--- src/rtl/shift_pkg.sv ---
// ----------------------------------------------------------------------------
// shift_pkg
// Shared definitions for the shift issue controller:
//   - R-type function codes of the six supported shifts
//   - shifter mode encodings driven on sh_sel
//   - FSM state type
// ----------------------------------------------------------------------------
package shift_pkg;

  localparam logic [5:0] FUNCT_SLL  = 6'b000000;
  localparam logic [5:0] FUNCT_SRL  = 6'b000010;
  localparam logic [5:0] FUNCT_SRA  = 6'b000011;
  localparam logic [5:0] FUNCT_SLLV = 6'b000100;
  localparam logic [5:0] FUNCT_SRLV = 6'b000110;
  localparam logic [5:0] FUNCT_SRAV = 6'b000111;

  localparam logic [1:0] SEL_SLL = 2'b00;
  localparam logic [1:0] SEL_SRL = 2'b01;
  localparam logic [1:0] SEL_SRA = 2'b10;

  typedef enum logic [2:0] {
    ST_IDLE  = 3'd0,
    ST_LOAD  = 3'd1,
    ST_PASS1 = 3'd2,
    ST_PASS2 = 3'd3,
    ST_DONE  = 3'd4
  } state_t;

endpackage

--- src/rtl/shift_funct_decode.sv ---
// ----------------------------------------------------------------------------
// shift_funct_decode
// Purely combinational decode of an R-type function code into shifter
// controls.
// Ports:
//   funct   in  [5:0]  function code
//   valid   out        funct is one of the six supported shifts
//   var_amt out        amount comes from rs[4:0] (SLLV/SRLV/SRAV)
//   sel     out [1:0]  shifter mode (00 left, 01 logical right, 10 arith right)
// ----------------------------------------------------------------------------
module shift_funct_decode
  import shift_pkg::*;
(
  input  logic [5:0] funct,
  output logic       valid,
  output logic       var_amt,
  output logic [1:0] sel
);

  always_comb begin
    valid   = 1'b1;
    var_amt = 1'b0;
    sel     = SEL_SLL;
    case (funct)
      FUNCT_SLL:  sel = SEL_SLL;
      FUNCT_SRL:  sel = SEL_SRL;
      FUNCT_SRA:  sel = SEL_SRA;
      FUNCT_SLLV: begin var_amt = 1'b1; sel = SEL_SLL; end
      FUNCT_SRLV: begin var_amt = 1'b1; sel = SEL_SRL; end
      FUNCT_SRAV: begin var_amt = 1'b1; sel = SEL_SRA; end
      default:    valid = 1'b0;
    endcase
  end

endmodule

--- src/rtl/shift_issue_ctrl.sv ---
// ----------------------------------------------------------------------------
// shift_issue_ctrl
// Sequences one shift operation through an external combinational shifter.
// A request is latched in IDLE, decoded in LOAD, driven onto the shifter in
// PASS1 (and PASS2 for rotates) for SHIFT_WAIT cycles each, and completed
// with a one-cycle done pulse in DONE.
//
// Optional feature: define SHIFT_ROTATE_EN to enable rotate-right (rot=1
// with SRL/SRLV), built as (rt >> s) | (rt << (32-s)) over two passes.
//
// Ports:
//   clk, rst_n         clock, asynchronous active-low reset
//   start              request, sampled only in IDLE
//   funct/shamt        R-type function code / immediate amount
//   rs_val/rt_val      variable amount source (bits [4:0]) / operand
//   rot                rotate request (only with SHIFT_ROTATE_EN)
//   sh_a/sh_b/sh_sel   shifter operand / amount / mode, zero outside passes
//   sh_out             shifter result
//   busy/done          not-IDLE flag / completion pulse
//   result/illegal     registered result / unsupported funct flag
// ----------------------------------------------------------------------------
module shift_issue_ctrl
  import shift_pkg::*;
#(
  parameter int SHIFT_WAIT = 1
) (
  input  logic        clk,
  input  logic        rst_n,
  input  logic        start,
  input  logic [5:0]  funct,
  input  logic [4:0]  shamt,
  input  logic [31:0] rs_val,
  input  logic [31:0] rt_val,
  input  logic        rot,
  output logic [31:0] sh_a,
  output logic [31:0] sh_b,
  output logic [1:0]  sh_sel,
  input  logic [31:0] sh_out,
  output logic        busy,
  output logic        done,
  output logic [31:0] result,
  output logic        illegal
);

  localparam logic [1:0] WAIT_LAST = 2'(SHIFT_WAIT - 1);

  state_t      r_state;
  state_t      w_state_next;
  logic [5:0]  r_funct;
  logic [4:0]  r_shamt;
  logic [4:0]  r_rs_amt;
  logic [31:0] r_rt;
  logic [1:0]  r_sel;
  logic [4:0]  r_s;
  logic [1:0]  r_wait;
  logic [31:0] r_result;
  logic        r_illegal;
  logic        w_valid;
  logic        w_var_amt;
  logic [1:0]  w_sel;
  logic        w_pass_last;
  logic        w_unused_rs;

`ifdef SHIFT_ROTATE_EN
  logic        r_rot;
  logic        r_is_rot;
  logic [31:0] r_p1;
  logic        w_rot_req;

  // Rotate is only meaningful on the logical-right codes; other codes drop rot.
  assign w_rot_req = r_rot && ((r_funct == FUNCT_SRL) || (r_funct == FUNCT_SRLV));
`else
  logic w_unused_rot;
  assign w_unused_rot = rot;
`endif

  assign w_unused_rs = &{1'b0, rs_val[31:5]};

  shift_funct_decode u_decode (
    .funct   (r_funct),
    .valid   (w_valid),
    .var_amt (w_var_amt),
    .sel     (w_sel)
  );

  assign w_pass_last = (r_wait == WAIT_LAST);
  assign result      = r_result;
  assign illegal     = r_illegal;

  always_ff @(posedge clk or negedge rst_n) begin
    if (!rst_n) r_state <= ST_IDLE;
    else        r_state <= w_state_next;
  end

  always_comb begin
    w_state_next = r_state;
    sh_a         = 32'd0;
    sh_b         = 32'd0;
    sh_sel       = SEL_SLL;
    busy         = (r_state != ST_IDLE);
    done         = 1'b0;
    case (r_state)
      ST_IDLE: if (start) w_state_next = ST_LOAD;
      ST_LOAD: w_state_next = w_valid ? ST_PASS1 : ST_DONE;
      ST_PASS1: begin
        sh_a   = r_rt;
        sh_b   = {27'd0, r_s};
        sh_sel = r_sel;
        if (w_pass_last) begin
`ifdef SHIFT_ROTATE_EN
          // A zero-amount rotate is already complete after the first pass.
          w_state_next = (r_is_rot && (r_s != 5'd0)) ? ST_PASS2 : ST_DONE;
`else
          w_state_next = ST_DONE;
`endif
        end
      end
`ifdef SHIFT_ROTATE_EN
      ST_PASS2: begin
        sh_a   = r_rt;
        sh_b   = 32'd32 - {27'd0, r_s};
        sh_sel = SEL_SLL;
        if (w_pass_last) w_state_next = ST_DONE;
      end
`endif
      ST_DONE: begin
        done         = 1'b1;
        w_state_next = ST_IDLE;
      end
      default: w_state_next = ST_IDLE;
    endcase
  end

  // Result and illegal are loaded on the edge entering DONE so they are valid
  // alongside the done pulse; an aborted operation never gets that far.
  always_ff @(posedge clk or negedge rst_n) begin
    if (!rst_n) begin
      r_funct   <= 6'd0;
      r_shamt   <= 5'd0;
      r_rs_amt  <= 5'd0;
      r_rt      <= 32'd0;
      r_sel     <= SEL_SLL;
      r_s       <= 5'd0;
      r_wait    <= 2'd0;
      r_result  <= 32'd0;
      r_illegal <= 1'b0;
`ifdef SHIFT_ROTATE_EN
      r_rot     <= 1'b0;
      r_is_rot  <= 1'b0;
      r_p1      <= 32'd0;
`endif
    end else begin
      case (r_state)
        ST_IDLE: if (start) begin
          r_funct   <= funct;
          r_shamt   <= shamt;
          r_rs_amt  <= rs_val[4:0];
          r_rt      <= rt_val;
          r_illegal <= 1'b0;
`ifdef SHIFT_ROTATE_EN
          r_rot     <= rot;
`endif
        end
        ST_LOAD: begin
          r_sel  <= w_sel;
          r_s    <= w_var_amt ? r_rs_amt : r_shamt;
          r_wait <= 2'd0;
`ifdef SHIFT_ROTATE_EN
          r_is_rot <= w_rot_req;
`endif
          if (!w_valid) begin
            r_result  <= 32'd0;
            r_illegal <= 1'b1;
          end
        end
        ST_PASS1: begin
          if (w_pass_last) begin
            r_wait <= 2'd0;
`ifdef SHIFT_ROTATE_EN
            r_p1 <= sh_out;
            if (!r_is_rot)           r_result <= sh_out;
            else if (r_s == 5'd0)    r_result <= r_rt;
`else
            r_result <= sh_out;
`endif
          end else begin
            r_wait <= r_wait + 2'd1;
          end
        end
`ifdef SHIFT_ROTATE_EN
        ST_PASS2: begin
          if (w_pass_last) r_result <= r_p1 | sh_out;
          else             r_wait   <= r_wait + 2'd1;
        end
`endif
        default: ;
      endcase
    end
  end

endmodule
--- config.mk ---
export PLATFORM = sky130hd
export DESIGN_NAME = shift_issue_ctrl
export DESIGN_NICKNAME = d
export VERILOG_FILES = /design/src/rtl/shift_pkg.sv /design/src/rtl/shift_funct_decode.sv /design/src/rtl/shift_issue_ctrl.sv
export SDC_FILE = /design/constraint.sdc
export NUM_CORES = 1
export LEC_CHECK = 0
export ABC_AREA = 1
export BUFFER_PORTS_ARGS = -buffer_cell sky130_fd_sc_hd__buf_2
export CAP_MARGIN = 20
export CORE_AREA = 2 2 125 91
export DETAILED_ROUTE_END_ITERATION = 12
export DIE_AREA = 0 0 127 93
export PLACE_DENSITY = 0.75
export SYNTH_ARGS = -nofsm -noshare
export SYNTH_HDL_FRONTEND = slang
export SYNTH_SLANG_ARGS = --single-unit
--- constraint.sdc ---
create_clock -name clk -period 1.5 [get_ports clk]
set_clock_uncertainty 0.2 [all_clocks]
set_input_delay 0.15 -clock clk [delete_from_list [all_inputs] [get_ports clk]]
set_output_delay 0.15 -clock clk [all_outputs]
set_load 0.02 [all_outputs]
---- Word level (Yosys, flattened, before mapping) ----
Cells that the tools add are included.
word-level totals
  register bits after elaboration ......... 93
  output and inout port bits .............. 101
  logic and storage cells ................. 56
  input port bits ......................... 111
operators by class
  muxes and demuxes ....................... 20
  reduce and logical (&&, ||, !) cells .... 14
  $add $sub $neg .......................... 1
  equal/unequal tests ..................... 11
operator list
  cell                                                 count
  two-way mux 32 bit                                   3
  case mux 32 bit (2 select lines)                     1
  equality test 6 x 3 -> 1 bit, second input constant  3
  equality test 6 x 2 -> 1 bit, second input constant  2
  two-way mux 5 bit                                    2
  two-way mux 3 bit                                    3
  case mux 3 bit (3 select lines)                      1
  case mux 2 bit (2 select lines)                      2
  logical NOT 6 bit                                    1
  inequality test 2 bit, second input constant         3
  AND reduction 3 bit                                  2
  OR reduction 6 bit                                   1
  two-way mux 1 bit                                    5
  two-way mux 2 bit                                    2
  AND reduction 2 bit                                  2
  nonzero test 2 bit                                   2
  OR reduction 2 bit                                   2
  equality test 3 x 1 -> 1 bit, second input constant  1
  equality test 3 x 2 -> 1 bit, second input constant  1
  equality test 3 bit, second input constant           1
  logical NOT 3 bit                                    1
  nonzero test 3 bit                                   1
  OR reduction 3 bit                                   1
  adder 2 x 1 -> 2 bit, second input constant          1
  2 further kinds                                      2

---- Longest topological paths before layout ----
Gate-level depths: netlist of the first run.
  depth after elaboration ................. 5
  depth in mapped cells ................... 11
  depth with buffers taken out ............ 9

---- Modules after synthesis ----
A second synthesis of the first run with hierarchy kept.
unflattened totals
  cell total of the unflattened synthesis .. 502
  area total of the unflattened synthesis .. 4181.5 um^2
modules (own cells, without submodules)
  module              times used  seq. area each (um^2)  area an instance (um^2)  cells each
  shift_issue_ctrl    1           2327.2                 4124.0                   488
  shift_funct_decode  1           0.0                    57.6                     14

---- Least setup slack after synthesis of the first run ----
Ideal clock, no wire load.
  kind .................................... flip-flop to output port
  from .................................... register r_state[0]
  to ...................................... output port sh_a[21]
  setup slack ............................. -93 ps
  data required time ...................... 1150 ps
  data arrival time ....................... 1243 ps
  path buffers ............................ 2
  stages on the path, launching flop included .. 6
  path through ............................ dfrtp_1 > inv_2 > nand3_4 > buf_2 > buf_2 > nor2_1
on the way
  cells in the longest elaborated chain, start to end .. 2
RTL lines
  item                          RTL line                 text
  from (decl)                   shift_issue_ctrl.sv:47   state_t r_state;
  from (signal assigned)        shift_issue_ctrl.sv:92   else r_state <= w_state_next;
  equality test 3 x 2 -> 1 bit  shift_issue_ctrl.sv:102  case (r_state)
  two-way mux 32 bit            shift_issue_ctrl.sv:102
  to (decl)                     shift_issue_ctrl.sv:35   output logic [31:0] sh_a,
Every way passes these cells.

---- Final worst setup path of the first run ----
  from .................................... register r_state[0]
  to ...................................... output port sh_a[13]
Same word-level chain as after synthesis.

==> metrics.md, run 1 <==
| Metric | Value |
|---|---|
| # fillers | 688 |
| Num rows | 32 |
| Met2 Use GR | 43.10% |
| Syn-to-layout area delta | 80.36% |
| Crit Path Max Fanout | 27 |
| Total CTS buffers | 9 |
| First-pass GRT wire length | ~23000 µm |
| Via count | 4520 |
| P per Cell Area | 1863 mW/mm² |
| Number of library cell types mapped by synthesis | 25 |
| N_diodes | 0 |
| Gr busiest metal | met2 |
| CTS tree | done |
| Critical Path End | sh_a[13] |
| Dpl ws | -0.1408 ns |
| Clk pwr share | 17.6% |
| Share of post-route cells with drive strength above 1 | 50.19% |
| Peak supply drop | 903.6 µV |
| IO Pins | 212 |
| YS warnings | 0 |
| Multi-input logic area | 0.002103 mm² |
| Gr usage total | 24.88% |
| WL per Instance | about 17 µm |
| CP startpoint kind | register |
| Hold/Removal Path Class | in -> async |
| Fin worst setup slack | -0.2907 ns |
| Cells after Synth | 503 |
| R2R depth | 9 |
| GR Util met1 | a little under a third |
| Fin crit share | 119.4% |
| DRC Markers | 0 |
| Post-Syn Area | 0.004357 mm² |
| DP HPWL | 7079 µm |
| P_sw | 5.900 mW |
| Fin cells | 927 |
| Unrepaired setup endpoints after global routing | true |
| Global routing usage on met3 | 5.606% |
| CTS max path bufs | 2 |
| Commonest cells after routing, fill and taps aside | 119 x buf_2, 91 x dfrtp_1, 82 x dlygate4sd3_1 |
| Comb pwr share | between 50% and 60% |
| Worst Setup SP | r_state[0] |
| Register area | 0.002330 mm² |
| Placed Cells | 793 |
| Failing checks | setup timing |
| Fin nets | 900 |
| WL final | 15990 µm |
| Routed Antenna Nets | 0 |
| Sequential element share of the synthesized area | 53.42% |
| Root buf cell | clkbuf_16 |
| Largest net degree at the start of global routing | 45 |
| 1st-iter DRT viols | a little over 200 |
| Starting density of the core | 40.91% |
| Net Sw Frac | approximately 40% |
| Number of I/O port buffers | 156 |
| Fin. max-slew vios | 0 |
| Max-cap violation count | 0 |
| R2R Path End | r_rt[14] |
| Die width | roughly 130 µm |
| Clock sinks | 93 |
| Seq pwr share | 28.5% |
| Period minus WS final | 1.791 ns |
| Final setup violation count | roughly 130 |
| Clock slew at reported path FFs | 0.07 ns |
| Critical path class | reg -> out |
| DR pass1 iterations | 4 |
| Global route overflow | 0 |
| Final hold vios | 0 |
| DR vias/cell | 4.876 |
| Die area | 0.01181 mm² |
| Max Clk Rate | 558.5 MHz |
| CP Capture Type | primary output |
| Critical Path RT | approximately 1.2 ns |
| Chip height | 93 µm |
| #FFs+latches synth | 93 |
| Gp weighted congestion | ~0.75 |
| Status | finished with violations |
| H-tree depth | 3 |
| Int Pwr | 8.741 mW |
| Syn avg cell area | 8.661 µm² |
| Leakage power | between 4 and 5 nW |
| R2r startpoint | r_state[1] |
| Commonest non-fill, non-tap cell in the layout | buf_2 |
| Worst EP arrival | 1.44 ns |
| Initial antenna violation count | 0 |
| Core ar. | 0.01065 mm² |
| Register-to-register path setup slack | -0.24 ns |
| Number of global-route vias before repair | 4589 |
| Worst skew pair latency | 0.34 ns |
-- worst min path at each step --
| stage | startpoint | slack [ns] | to | depth (start not counted) |
|---|---|---|---|---|
| after floorplan | rst_n | -0.35 | illegal | 0 |
| after global routing | rst_n | 0.18 | r_rs_amt[1] | 3 |
| final | rst_n | 0.17 | r_rt[28] | 3 |
| after global placement | rst_n | -0.21 | r_rs_amt[2] | 1 |
| after detailed placement | rst_n | -0.20 | r_rs_amt[3] | 1 |
| after CTS | start | 0.15 | r_funct[2] | 6 |
-- logic make-up (layout without fill, tap and decap cells) --
kind of cell             count (synthesis)  after routing  share of synthesized area [%]
AND/OR/NAND/NOR                        238            242                          23.92
buffers and inverters                  119            377                          15.74
flip-flops                              93             93                          53.42
AO/OA/AOI/OAI                           50             50                          6.261
adder cells (fa/ha/maj)                  2              2                         0.5743
other                                    1             27                        0.08607
-- worst max-delay path: stages (launching register included) --
cell and delay, ns:
dfrtp_2 0.42, inv_2 0.09, nand3_4 0.10, buf_12 0.19, nor2_2 0.14, buf_6 0.14
-- per-layer routing --
metal / vias up / wire length, µm
met1: 2218 / 6424
met2: 203 / 8373
met5: - / 0
met3: 36 / 806
li1: 2063 / -
met4: 0 / 388
-- sequential cells by signal (all words and copies together), names as in the netlist --
| signal | count |
|---|---|
| r_rt | 32 |
| result | 32 |
| r_funct | 6 |
| r_rs_amt | 5 |
| r_s | 5 |
| r_shamt | 5 |
| r_state | 3 |
| r_sel | 2 |
| r_wait | 2 |
| illegal | 1 |
-- power by group through the flow --
stage	logic, mW	registers [mW]	clock network [mW]
finish	7.90	4.17	2.58
global route	8.42	4.27	2.73
global placement	4.10	4.08	0
CTS	6.77	4.10	2.62
detailed placement	4.24	4.12	0
floorplan	2.68	4.54	0
-- metrics by stage --
step	TNS [ns]	hold WS (ns)	cell area [µm²]	util, %	power [mW]
after global placement	-3.864	-0.2058	5241	49.21	8.178
after CTS	-20.37	0.1515	7372	69.22	13.49
after floorplan	-1.123	-0.3456	4481	-	7.213
after detailed placement	-6.608	-0.2006	5241	49.21	8.363
final	-23.00	0.1664	7858	73.78	14.64
after global routing	-31.46	0.1764	7858	73.78	15.42
-- area by class of cell --
class	count	area share [%]
Inverter	67	3.551
Clock inverter	4	1.242
Tap cell	136	2.166
Sequential cell	93	29.65
Clock buffer	11	2.962
Timing Repair Buffer	295	33.66
Multi-Input combinational cell	321	26.77
-- cell usage after synthesis, drive strengths merged --
cell	n	area (µm²)
o21ai	49	267.8
nor3	1	5.000
nand4	2	12.51
nor2	43	176.4
inv	67	251.5
ha	2	25.02
nand3	45	242.7
clkbuf	9	33.78
nand3b	1	7.510
dfrtp	93	2327
conb	1	3.750
nand2	146	598.1
buf	43	400.4
a21oi	1	5.000
-- what timing repair did --
item,CTS,global route
hold buffers,82,0
cloned,16,3
endpoints found under the hold margin,173,0
pin swaps,3,8
buffers inserted,17,7
endpoints found under the setup margin,125,134
resized for setup,155,131
No activity file was read; power rests on OpenSTA's default activity.
==> run 2, diff against run 1 <==
==> constraint.sdc (replaced) <==
create_clock -name clk -period 1.55 [get_ports clk]
set_clock_uncertainty 0.2 [all_clocks]
set_input_delay 0.155 -clock clk [delete_from_list [all_inputs] [get_ports clk]]
set_output_delay 0.155 -clock clk [all_outputs]
set_load 0.02 [all_outputs]
==> run 2 against run 1 <==
- critical path type unchanged
- critical endpoint is now sh_a[30]
- largest cell class unchanged
- the run still ends with setup timing left
- first-iteration DRC count rose by 2.4%
- utilization fell by 6.9 points
- design area fell by 9.3%
- count of clock-buffer cells in the layout fell by 1
- sequential cell count did not move
- global-route usage fell by 3.7 points
==> metrics.md, run 2 (synthesis gave the netlist of run 1 again) <==
| Metric | Value |
|---|---|
| Hold/Removal Path Class | in -> async |
| H-tree depth | 3 |
| CP max stage delay | 0.40 ns |
| Max Clk Rate | between 500 and 600 MHz |
| DR vias/cell | 4.748 |
| # fillers | 748 |
| Max-cap violation count | 0 |
| Critical-path cell list | inv_2 -> nand3_4 -> buf_12 -> nor2_1 -> buf_4 |
| Syn-to-layout area delta | 63.58% |
| DRC Markers | 0 |
| Share of post-route cells with drive strength above 1 | 37.08% |
| P per Cell Area | 1737 mW/mm² |
| Number of I/O port buffers | between 150 and 200 |
| Core ar. | 0.01065 mm² |
| DR pass1 iterations | 5 |
| Leakage power | 3.825 nW |
| WL per Instance | 15.41 µm |
| Commonest non-fill, non-tap cell in the layout | nand2_1 |
| Total CTS buffers | 9 |
| N_diodes | 0 |
| Via count | 4359 |
| First-pass GRT wire length | 19700 µm |
| Final hold vios | 0 |
| Clock slew at reported path FFs | 0.06 ns |
| Util after Layout | between 60 and 70% |
| Critical path class | reg -> out |
| R2R Path End | result[5] |
| Worst EP arrival | 1.45 ns |
| Fin. max-slew vios | 0 |
| CTS tree | done |
| Chip height | between 90 and 100 µm |
| 1st-iter DRT viols | between 200 and 250 |
| Starting density of the core | approximately two fifths |
| Failing checks | setup timing |
| Worst skew pair latency | 0.34 ns |
| Critical Path RT | roughly 1.2 ns |
| IO Pins | 212 |
| R2r startpoint | r_state[0] |
| Unrepaired setup endpoints after global routing | true |
| Gp weighted congestion | 0.8327 |
| Largest net degree at the start of global routing | 94 |
| Worst Tran Pin Value | 0.5404 ns |
| Die area | ~0.012 mm² |
| Gr usage total | between 20% and 30% |
| Clock sinks | 93 |
| Commonest cells after routing, fill and taps aside | 116 x nand2_1, 114 x buf_2, 92 x dfrtp_1 |
| DP HPWL | 6782 µm |
| Period minus WS final | 1.802 ns |
| Initial antenna violation count | 0 |
| WL final | about 14000 µm |
| Status | finished with violations |
| Peak supply drop | 839.4 µV |
| Routed Antenna Nets | 0 |
| CP startpoint kind | register |
| Slew margin rel. | 63.98% |
| Number of global-route vias before repair | 4133 |
| Final setup violation count | 125 |
| Fin nets | 890 |
| CP max stage cell | dfrtp_1 |
| Fin worst setup slack | -0.2516 ns |
| Register-to-register path setup slack | -0.19 ns |
| TNS Setup | -13.90 ns |
| Fin crit share | 116.2% |
| Root buf cell | clkbuf_16 |
| R2R depth | 11 |
| CP Capture Type | primary output |
| CTS max path bufs | 2 |
| Global route overflow | 0 |
| Crit Path Max Fanout | 32 |
| Die width | 127 µm |
| Num rows | 32 |
## run 2: changes by cell type in the layout (fill, tap and decap cells not counted), sizes merged
cell	delta
bufinv	-1
clkbuf	+3
clkinvlp	+2
buf	-10
nand2	-4
clkinv	+2
dlygate4sd3	-1
## run 2: final cells by class
class / instances / area [µm²] / share of cell area, %
timing repair inverter: 1 / 16.27 / 0.2282
clock inverter: 6 / 87.58 / 1.229
inverter: 67 / 264.0 / 3.704
timing repair buffer: 288 / 2450 / 34.37
tap: 136 / 170.2 / 2.388
multi-input combinational: 317 / 1582 / 22.19
sequential: 93 / 2328 / 32.67
clock buffer: 10 / 229.0 / 3.213
## run 2: timing repair
action                     CTS  global route
setup endpoints to repair   54           126
hold buffers                81             0
hold endpoints to repair   173             0
resized for setup           50            90
setup buffers                6            12
pin swaps                    3             4
cloned                       3            10
## run 2: critical path: cells and delay by family (launching register included)
kind / cells / cell delay [ns]
buf+inv: 3 / 0.44
flops: 1 / 0.40
simple gates: 2 / 0.24
## run 2: per-stage QoR
stage | std cells | worst slack, ns | instance area [µm²] | power [mW] | hold WS (ns)
after CTS | 896 | -0.1809 | 6595 | 11.08 | 0.04381
after floorplan | 529 | -0.04797 | 4456 | 6.944 | -0.3406
after detailed placement | 790 | -0.007775 | 5206 | 8.063 | 0.04290
after global routing | 918 | -0.3165 | 7127 | 13.11 | 0.2185
after global placement | 790 | 0.002606 | 5206 | 7.887 | 0.04086
final | 918 | -0.2516 | 7127 | 12.38 | 0.1416
## run 2: power by group
group	leakage, nW	internal [mW]	switching (mW)	total [mW]
logic	2.48	2.67	3.39	6.06
registers	1.20	3.50	0.477	3.98
clock network	0.145	1.41	0.926	2.34
total	3.83	7.58	4.80	12.4
## run 2: how the worst max path moves through the flow
| stage | cells after the start | startpoint | slack [ns] | endpoint |
|---|---|---|---|---|
| CTS | 5 | r_state[0] | -0.18 | sh_a[19] |
| global route | 5 | r_state[0] | -0.32 | sh_a[30] |
| finish | 5 | r_state[0] | -0.25 | sh_a[30] |
| floorplan | 5 | r_state[0] | -0.05 | sh_a[21] |
| detailed placement | 5 | r_state[1] | -0.008 | r_rt[3] |
| global placement | 5 | r_state[0] | 0.003 | sh_a[8] |
## run 2: routing by layer
layer	vias to the layer above	GRT usage, %	routed length, µm
met2	227	36.16	7095
met5	-	0	0
met3	45	6.293	1128
li1	2037	-	-
met1	2050	24.86	5452
met4	0	9.524	472
==> run 3, diff against run 2 <==
--- a/config.mk
+++ b/config.mk
@@ -8,10 +8,11 @@
 export ABC_AREA = 1
 export BUFFER_PORTS_ARGS = -buffer_cell sky130_fd_sc_hd__buf_2
 export CAP_MARGIN = 20
-export CORE_AREA = 2 2 125 91
+export CORE_AREA = 2 2 128 93
 export DETAILED_ROUTE_END_ITERATION = 12
-export DIE_AREA = 0 0 127 93
-export PLACE_DENSITY = 0.75
+export DIE_AREA = 0 0 130 95
+export PLACE_DENSITY = 0.72
+export SETUP_SLACK_MARGIN = 0.3
 export SYNTH_ARGS = -nofsm -noshare
 export SYNTH_HDL_FRONTEND = slang
 export SYNTH_SLANG_ARGS = --single-unit
==> run 3 against run 2 <==
- register-to-register slack worse by 0.09 ns
- die area is 4.6% higher
- worst setup slack worse by 0.088 ns
- total power is 28% higher
- sequential cell count stayed put
- via count is 8.1% higher
- design area is 25% higher
- the run still ends with setup timing left
- global-route usage is 3.2 points higher
- critical path depth is 1 higher
- clock power hardly changed
- utilization is 12 points higher
==> metrics.md, run 3 (synthesis gave the netlist of run 1 again) <==
| Metric | Value |
|---|---|
| Fin worst setup slack | -0.3393 ns |
| Peak supply drop | 1146 µV |
| Final hold vios | 0 |
| Layout Cell Area excl Fill | 0.008889 mm² |
| R2R depth | 11 |
| Fin cells | between 900 and 1000 |
| Routed Antenna Nets | 0 |
| Number of global-route vias before repair | about 4600 |
| Gp weighted congestion | about 0.80 |
| Via count | roughly 4700 |
| Initial antenna violation count | 1 |
| Net Sw Frac | between 40% and 50% |
| Commonest cells after routing, fill and taps aside | 94 x buf_6, 92 x dfrtp_1, 82 x buf_2 |
| Clk pwr share | 14.7% |
| Util after Layout | 78.85% |
| Register area | ~0.0023 mm² |
| Commonest non-fill, non-tap cell in the layout | buf_6 |
| Leakage power | 4.443 nW |
| Unrepaired setup endpoints after global routing | true |
| WL final | between 15000 and 20000 µm |
| Comb pwr share | 59.0% |
| Critical path class | reg -> out |
| Clock slew at reported path FFs | around 0.070 ns |
| 1st-iter DRT viols | approximately 260 |
| Total power | around 16 mW |
| Clock sinks | 93 |
| CTS max path bufs | 2 |
| Syn-to-layout area delta | 104.0% |
| Gr usage total | 24.40% |
| WL per Instance | 17.13 µm |
| Max Clk Rate | approximately 530 MHz |
| Largest net degree at the start of global routing | 56 |
| Die width | 130 µm |
| H-tree depth | 3 |
| DP HPWL | 7334 µm |
| Total CTS buffers | 9 |
| Chip height | 95 µm |
| Register-to-register path setup slack | -0.28 ns |
| CP startpoint kind | register |
| Core ar. | approximately 0.011 mm² |
| DR pass1 iterations | 4 |
| Worst EP arrival | 1.53 ns |
| Seq pwr share | 26.4% |
| CP Capture Type | primary output |
| DR vias/cell | 4.767 |
| Period minus WS final | roughly 1.9 ns |
| P per Cell Area | ~1800 mW/mm² |
| Multi-input logic area | roughly 0.0024 mm² |
| Num rows | 33 |
| Root buf cell | clkbuf_16 |
| Final setup violation count | 133 |
| Number of I/O port buffers | 156 |
| Share of post-route cells with drive strength above 1 | 56.51% |
| Int Pwr | 9.331 mW |
| First-pass GRT wire length | around 23000 µm |
| TNS Setup | -30.76 ns |
| R2R Path End | r_funct[1] |
| Fin. max-slew vios | 0 |
| Crit Path Max Fanout | 8 |
| Hold/Removal Path Class | in -> async |
| Max-cap violation count | 0 |
| Placed Cells | 819 |
| Global route overflow | 0 |
| Failing checks | setup timing |
| Worst skew pair latency | 0.34 ns |
| Worst Setup SP | r_state[2] |
| Fin crit share | 121.9% |
| # fillers | 638 |
| Critical Path End | sh_a[3] |
| Dpl cell area | between 0.005 and 0.006 mm² |
| Critical Path RT | approximately 1.2 ns |
| Starting density of the core | around 39% |
| CTS tree | done |
| WHS | ~0.17 ns |
| Status | finished with violations |
| R2r startpoint | r_state[2] |
| Fin nets | 938 |
| Dpl ws | -0.09118 ns |
| DRC Markers | 0 |
| P_sw | 6.464 mW |
| Die area | 0.01235 mm² |
| IO Pins | 212 |
==> run 3: cell type report <==
type / count / share of cell area (%)
clock inverters: 4 / 0.6053
multi-input cells: 321 / 27.49
well taps: 157 / 2.210
flip-flops and latches: 93 / 26.20
diodes: 1 / 0.02815
clock buffers: 12 / 2.998
inverters: 67 / 3.139
repair buffers: 333 / 37.33
==> run 3: critical path, cell delays in order, from the launching register on <==
cell	delay [ns]
dfrtp_1	0.41
inv_2	0.09
nand3_4	0.13
buf_12	0.19
buf_12	0.15
nor2_4	0.09
buf_6	0.13
==> run 3: how the worst min path moves through the flow <==
stage / slack (ns) / endpoint / depth (start not counted)
4_1_cts: 0.15 / r_rt[30] / 3
6_report: 0.17 / r_rt[20] / 3
3_5_place_dp: -0.05 / r_rt[22] / 2
2_1_floorplan: -0.34 / illegal / 0
5_1_grt: 0.19 / r_rt[20] / 3
3_3_place_gp: -0.05 / r_rt[27] / 2
==> run 3: what timing repair did <==
item,4_1_cts,5_1_grt
hold buffers,81,0
pin swaps,14,16
buffers inserted,29,24
cloned,17,1
endpoints found under the hold margin,173,0
endpoints found under the setup margin,147,166
resized for setup,191,190
==> run 3: layer usage <==
| metal | up-vias | track usage [%] | share of wire (%) |
|---|---|---|---|
| li1 | 2156 | - | - |
| met4 | 0 | 8.065 | 3.0 |
| met1 | 2314 | 27.67 | 37 |
| met3 | 45 | 5.836 | 4.9 |
| met2 | 195 | 45.24 | 55 |
| met5 | - | 0 | 0 |
==> run 3: power by group through the flow <==
stage / sequential [mW] / combinational, mW / clock [mW]
finish: 4.17 / 9.31 / 2.32
detailed placement: 4.02 / 4.52 / 0
global placement: 3.97 / 4.39 / 0
floorplan: 4.39 / 3.10 / 0
CTS: 4.00 / 7.24 / 2.36
global route: 4.25 / 9.85 / 2.47
